==> src/rtl/trolley_system_motor_drive.sv <==
// H-bridge PWM driver for one trolley motor: ramped duty, forced ramp-down plus dead time on reversal.
// Build option: define TROLLEY_MOTOR_BRAKE_EN to short both bridge inputs high during DEAD (active brake).
module trolley_system_motor_drive #(
  parameter int PWM_PERIOD  = 1000,
  parameter int CNT_W       = 10,
  parameter int RAMP_STEP   = 10,
  parameter int DEAD_CYCLES = 50000
) (
  input  logic             clk,
  input  logic             reset,
  input  logic [2:0]       cmd,
  output logic             pwm_out,
  output logic             in1,
  output logic             in2,
  output logic [CNT_W-1:0] duty,
  output logic             busy
);

  localparam int               DEAD_W    = $clog2(DEAD_CYCLES + 1);
  localparam logic [CNT_W-1:0] CNT_MAX   = CNT_W'(PWM_PERIOD - 1);
  localparam logic [CNT_W-1:0] STEP      = CNT_W'(RAMP_STEP);
  localparam logic [CNT_W:0]   STEP_X    = (CNT_W + 1)'(RAMP_STEP);
  localparam logic [DEAD_W-1:0] DEAD_INIT = DEAD_W'(DEAD_CYCLES - 1);

`ifdef TROLLEY_MOTOR_BRAKE_EN
  localparam logic DEAD_PIN = 1'b1;
`else
  localparam logic DEAD_PIN = 1'b0;
`endif

  typedef enum logic [1:0] {IDLE, RUN, RAMP_DN, DEAD} state_t;

  state_t            r_state;
  logic [2:0]        r_cmdQ;
  logic [CNT_W-1:0]  r_cnt;
  logic [CNT_W-1:0]  r_duty;
  logic              r_dirQ;
  logic [DEAD_W-1:0] r_deadCnt;
  logic              r_pwm;
  logic              r_in1;
  logic              r_in2;

  logic              w_boundary;
  logic              w_speedNz;
  logic [CNT_W-1:0]  w_tgt;
  logic [CNT_W-1:0]  w_nextDuty;
  logic [CNT_W:0]    w_dutyX;
  logic [CNT_W:0]    w_tgtX;

  function automatic logic [CNT_W-1:0] speedTarget(input logic [1:0] code);
    case (code)
      2'd0:    speedTarget = '0;
      2'd1:    speedTarget = CNT_W'(PWM_PERIOD / 4);
      2'd2:    speedTarget = CNT_W'(PWM_PERIOD / 2);
      default: speedTarget = CNT_W'(PWM_PERIOD);
    endcase
  endfunction

  // Duty only moves at the period boundary and is clamped to the target, one extra bit of headroom.
  always_comb begin
    w_boundary = (r_cnt == CNT_MAX);
    w_speedNz  = (r_cmdQ[1:0] != 2'd0);
    w_tgt      = (r_state == RUN) ? speedTarget(r_cmdQ[1:0]) : '0;
    w_dutyX    = {1'b0, r_duty};
    w_tgtX     = {1'b0, w_tgt};
    w_nextDuty = r_duty;
    if (w_boundary) begin
      if (w_dutyX < w_tgtX)
        w_nextDuty = (w_dutyX + STEP_X >= w_tgtX) ? w_tgt : r_duty + STEP;
      else if (w_dutyX > w_tgtX)
        w_nextDuty = (w_dutyX <= w_tgtX + STEP_X) ? w_tgt : r_duty - STEP;
    end
  end

  always_ff @(posedge clk) begin
    if (reset) begin
      r_state   <= IDLE;
      r_cmdQ    <= '0;
      r_cnt     <= '0;
      r_duty    <= '0;
      r_dirQ    <= 1'b0;
      r_deadCnt <= '0;
      r_pwm     <= 1'b0;
      r_in1     <= 1'b0;
      r_in2     <= 1'b0;
    end else begin
      r_cmdQ <= cmd;
      r_cnt  <= w_boundary ? '0 : r_cnt + CNT_W'(1);
      r_duty <= w_nextDuty;
      r_pwm  <= (r_state != DEAD) && (r_cnt < r_duty);
      // Bridge pins are set on the transition so they always line up with the state register.
      case (r_state)
        IDLE: begin
          if (w_speedNz) begin
            r_dirQ  <= r_cmdQ[2];
            r_in1   <= ~r_cmdQ[2];
            r_in2   <= r_cmdQ[2];
            r_state <= RUN;
          end
        end
        RUN: begin
          if (r_cmdQ[2] != r_dirQ) begin
            r_state <= RAMP_DN;
          end else if (!w_speedNz && r_duty == '0) begin
            r_in1   <= 1'b0;
            r_in2   <= 1'b0;
            r_state <= IDLE;
          end
        end
        RAMP_DN: begin
          if (r_duty == '0) begin
            r_deadCnt <= DEAD_INIT;
            r_in1     <= DEAD_PIN;
            r_in2     <= DEAD_PIN;
            r_state   <= DEAD;
          end
        end
        DEAD: begin
          if (r_deadCnt == '0) begin
            r_dirQ <= r_cmdQ[2];
            if (w_speedNz) begin
              r_in1   <= ~r_cmdQ[2];
              r_in2   <= r_cmdQ[2];
              r_state <= RUN;
            end else begin
              r_in1   <= 1'b0;
              r_in2   <= 1'b0;
              r_state <= IDLE;
            end
          end else begin
            r_deadCnt <= r_deadCnt - DEAD_W'(1);
          end
        end
        default: r_state <= IDLE;
      endcase
    end
  end

  assign pwm_out = r_pwm;
  assign in1     = r_in1;
  assign in2     = r_in2;
  assign duty    = r_duty;
  assign busy    = (r_state == RAMP_DN) || (r_state == DEAD) || (r_duty != w_tgt);

endmodule

==> config.mk <==
export PLATFORM = sky130hd
export DESIGN_NAME = trolley_system_motor_drive
export DESIGN_NICKNAME = d
export VERILOG_FILES = /design/src/rtl/trolley_system_motor_drive.sv
export SDC_FILE = /design/constraint.sdc
export NUM_CORES = 1
export LEC_CHECK = 0
export ABC_AREA = 1
export CELL_PAD_IN_SITES_DETAIL_PLACEMENT = 1
export CELL_PAD_IN_SITES_GLOBAL_PLACEMENT = 1
export CORE_UTILIZATION = 40
export DETAILED_ROUTE_END_ITERATION = 16
export GPL_TIMING_DRIVEN = 0
export PLACE_DENSITY_LB_ADDON = 0.1
export SETUP_SLACK_MARGIN = 0.5
export SLEW_MARGIN = 20
export SYNTH_ARGS = -nofsm -noshare
export SYNTH_HDL_FRONTEND = slang
export SYNTH_SLANG_ARGS = --single-unit
==> constraint.sdc <==
create_clock -name clk -period 2.8 [get_ports clk]
set_input_delay 0.28 -clock clk [delete_from_list [all_inputs] [get_ports clk]]
set_output_delay 0.28 -clock clk [all_outputs]
set_load 0.05 [all_outputs]
==> metrics.cfg <==
[run_status]
status = finished with violations
violations = setup timing

[synth]
synth-seq-cells = 44
synthesis.area_sq_mm = 0.00378
synth_common_cells = nand2_1 (113), inv_1 (73), nand3_1 (48)
synth_warnings = 0
synth_area_leaders = dfxtp_1 (23%), ha_1 (15%), nand2_1 (11%)
synth_seq_area_share_pct = 23.3
ys.flop_type = dfxtp_1
synth_edf_count = 0
syn_area_per_cell_sq_um = 6.82
synth_cell_types = 46
yosys.area.top_type = dfxtp_1
syn_nets = 605
synthMostInstantiatedCell = nand2_1
async_flop_share_pct = 0
synth.top_cell.area_share_pct = 23.3
syn_inst = 555

[worst_hold_path]
min_from = r_cnt[0]
holdPathStages = 1
min_to = r_cnt[0]
hp-class = reg2reg

[worst_setup_path]
start_kind = flop
r2r_slack_ns = -0.18
crit_path_end_kind = flop
reg2reg_from = r_state[0]
critical_path_class = reg2reg
worstReg2RegEnd = duty[8]
critical_path_peak_fanout = 5
crit_required_ns = 3.05
arrival_ns = 3.23
reg2reg_depth = 21

[power]
clkPwrFrac_pct = 18.3
peakVddDrop_uv = 310
leakage_nw = 2.21
power.share.sequential_pct = 31.6
power-per-cell-area_mw_per_mm2 = 504
p_int_mw = 1.33
power_frac_comb_pct = 50.1
power.switching_mw = 1.04
switching_share_pct = 43.8

[finish]
fillCellCount = 1163
multiInputGateArea_sq_mm = 0.00282
diodes = 0
syn_to_final_growth_pct = 24.1
fin_nets = 651
fin_cells = 713
fin_util_pct = 51.0
ff_latch_area_sq_um = 900
drive_gt1_share_pct = 22.3
stdcell_area_sq_mm = 0.00469

[clock_network]
clk_latency_ns = 0.30
clock-root-buffer = clkbuf_8
holdBufCountCts = 0
htreeDepth = 2
cts_buffers = 5
clkTransAtPathRegs_ns = 0.09
cts_tree = yes
clkSinkCount = 44
clockBufferDepth = 2

[floorplan]
initial_core_util_pct = 41.1
ioPinCount = 19
rows = 35
die_w_um = 99.3
die_y_um = 99.3
fp.coreArea_sq_mm = 0.00920
die-area_sq_mm = 0.00985

[route]
drt-pass1-iter-count = 4
drc_errors = 0
totalWireLength_um = 11400
vias = 3793
drt_iter0_markers = 87
viasPerCell = 5.32
routedWlPerCell_um = 16.0
final_antenna_net_count = 0

[place]
pre_cts_ws_ns = -0.486
placed_area_sq_mm = 0.00419
hpwl_um = 8520
place.gp.congestion = 0.869
dp.cells = 683
io_buffers = 17

[sta]
rsz0062_at_grt = yes
worst_slew_pin_slew_ns = 0.548
final_max_slew_viol_count = 0
slew-limit-headroom_pct = 63.4
fmax_ghz = 0.335
clock_skew_ns = 0.00622
worst_slack_ns = -0.184
setup_violations = 10
fin_crit_sh_pct = 107
hold_viol = 0
finalWorstPathRequiredPeriod_ns = 2.98

[global_routing]
grt_pass1_wl_um = 18500
grt_use_total_pct = 23.6
grt_pass1_vias = 3799
antenna_found_initial = 0
grt_overflow = 0
grt_max_degree = 14

[run]
maxCapViolations = 0

==> power by group through the flow <==
stage / sequential (mW) / combinational, mW / clock (mW)
global placement: 0.757 / 0.989 / 0
detailed placement: 0.760 / 1.03 / 0
CTS: 0.747 / 1.12 / 0.449
floorplan: 0.778 / 0.767 / 0
global route: 0.756 / 1.32 / 0.474
finish: 0.748 / 1.19 / 0.433
==> stage by stage <==
| stage | hold WS [ns] | TNS, ns | total power [mW] |
|---|---|---|---|
| after floorplan | 0.380 | 0 | 1.54 |
| after global placement | 0.437 | -3.18 | 1.75 |
| after detailed placement | 0.457 | -3.69 | 1.79 |
| after CTS | 0.476 | -0.410 | 2.31 |
| after global routing | 0.501 | -3.14 | 2.55 |
| final | 0.470 | -1.41 | 2.37 |
==> worst max path at each step <==
| stage | from | to | slack (ns) | cells after the start |
|---|---|---|---|---|
| floorplan | r_cmdQ[0] | duty[5] | 0.19 | 24 |
| global placement | r_state[0] | busy | -0.47 | 10 |
| detailed placement | r_state[0] | busy | -0.49 | 10 |
| CTS | r_state[0] | duty[8] | -0.07 | 21 |
| global route | r_state[0] | duty[8] | -0.36 | 21 |
| finish | r_state[0] | duty[8] | -0.18 | 21 |
==> layout make-up <==
cell class,instances,share of cell area [%]
Multi-Input combinational cell,416,60.0
Inverter,91,7.92
Timing Repair Buffer,37,7.12
Sequential cell,44,19.2
Tap cell,111,2.96
Buffer,5,0.640
Timing Repair inverter,1,0.160
Clock inverter,1,0.160
Clock buffer,7,1.84
==> cell families after synthesis <==
family | count (synthesis) | share of synthesized area (%)
buf+inv | 96 | 9.82
simple gates | 275 | 36.3
other cells | 1 | 0.0991
fa+ha+maj | 45 | 14.9
compound gates | 74 | 10.9
flops | 44 | 23.3
xor+xnor | 20 | 4.63
==> timing repair <==
action / in CTS / in global routing
pin swaps: 19 / 18
gates resized for setup: 30 / 32
buffers inserted: 14 / 6
setup endpoints to repair: 10 / 10
cloned: 1 / 1
==> registers in the layout, indices dropped and copies added (netlist names) <==
register	flops
duty	9
in1	1
in2	1
pwm_out	1
r_cmdQ	3
r_cnt	10
r_deadCnt	16
r_dirQ	1
r_state	2
==> layer usage <==
layer / global-route usage, % / vias up / part of all wire [%]
met5: 0 / - / 0
met4: 3.73 / 0 / 0.57
met3: 2.95 / 6 / 2.4
met2: 44.3 / 40 / 52
met1: 29.2 / 1834 / 45
li1: - / 1913 / -
==> critical path: stages, from the launching register on <==
cell and delay [ns]:
dfxtp_4 0.37, inv_4 0.04, nor2_4 0.21, buf_12 0.15
nand2_8 0.05, inv_6 0.06, ha_4 0.12, or2_4 0.12
nand3_4 0.12, o21ai_2 0.14, inv_1 0.06, ha_1 0.30
nand2_2 0.08, nor2_4 0.10, nand4_1 0.16, o21ai_4 0.27
clkinvlp_4 0.19, nand3b_1 0.12, nand3_1 0.08, nand3_1 0.09
nand2_1 0.06, inv_1 0.05
==> cell usage in the layout, fill, tap and decap left out, types with 4 or more instances in the layout <==
cell type and count:
nand2_1 99, inv_1 69, nor2_1 45, nand3_1 41, ha_1 38, a21oi_1 35
dfxtp_1 35, o21ai_0 22, buf_4 21, xor2_1 16, clkdlybuf4s50_1 16, nand4_1 14
nand2_2 13, nand2_4 11, nor3_1 10, nand3_2 9, inv_2 8, nor2_4 6
ha_4 6, clkbuf_8 6, dfxtp_2 6, clkinv_2 5, nor2_2 4, xnor2_1 4
inv_4 4
(Power assumes the default switching activity.)
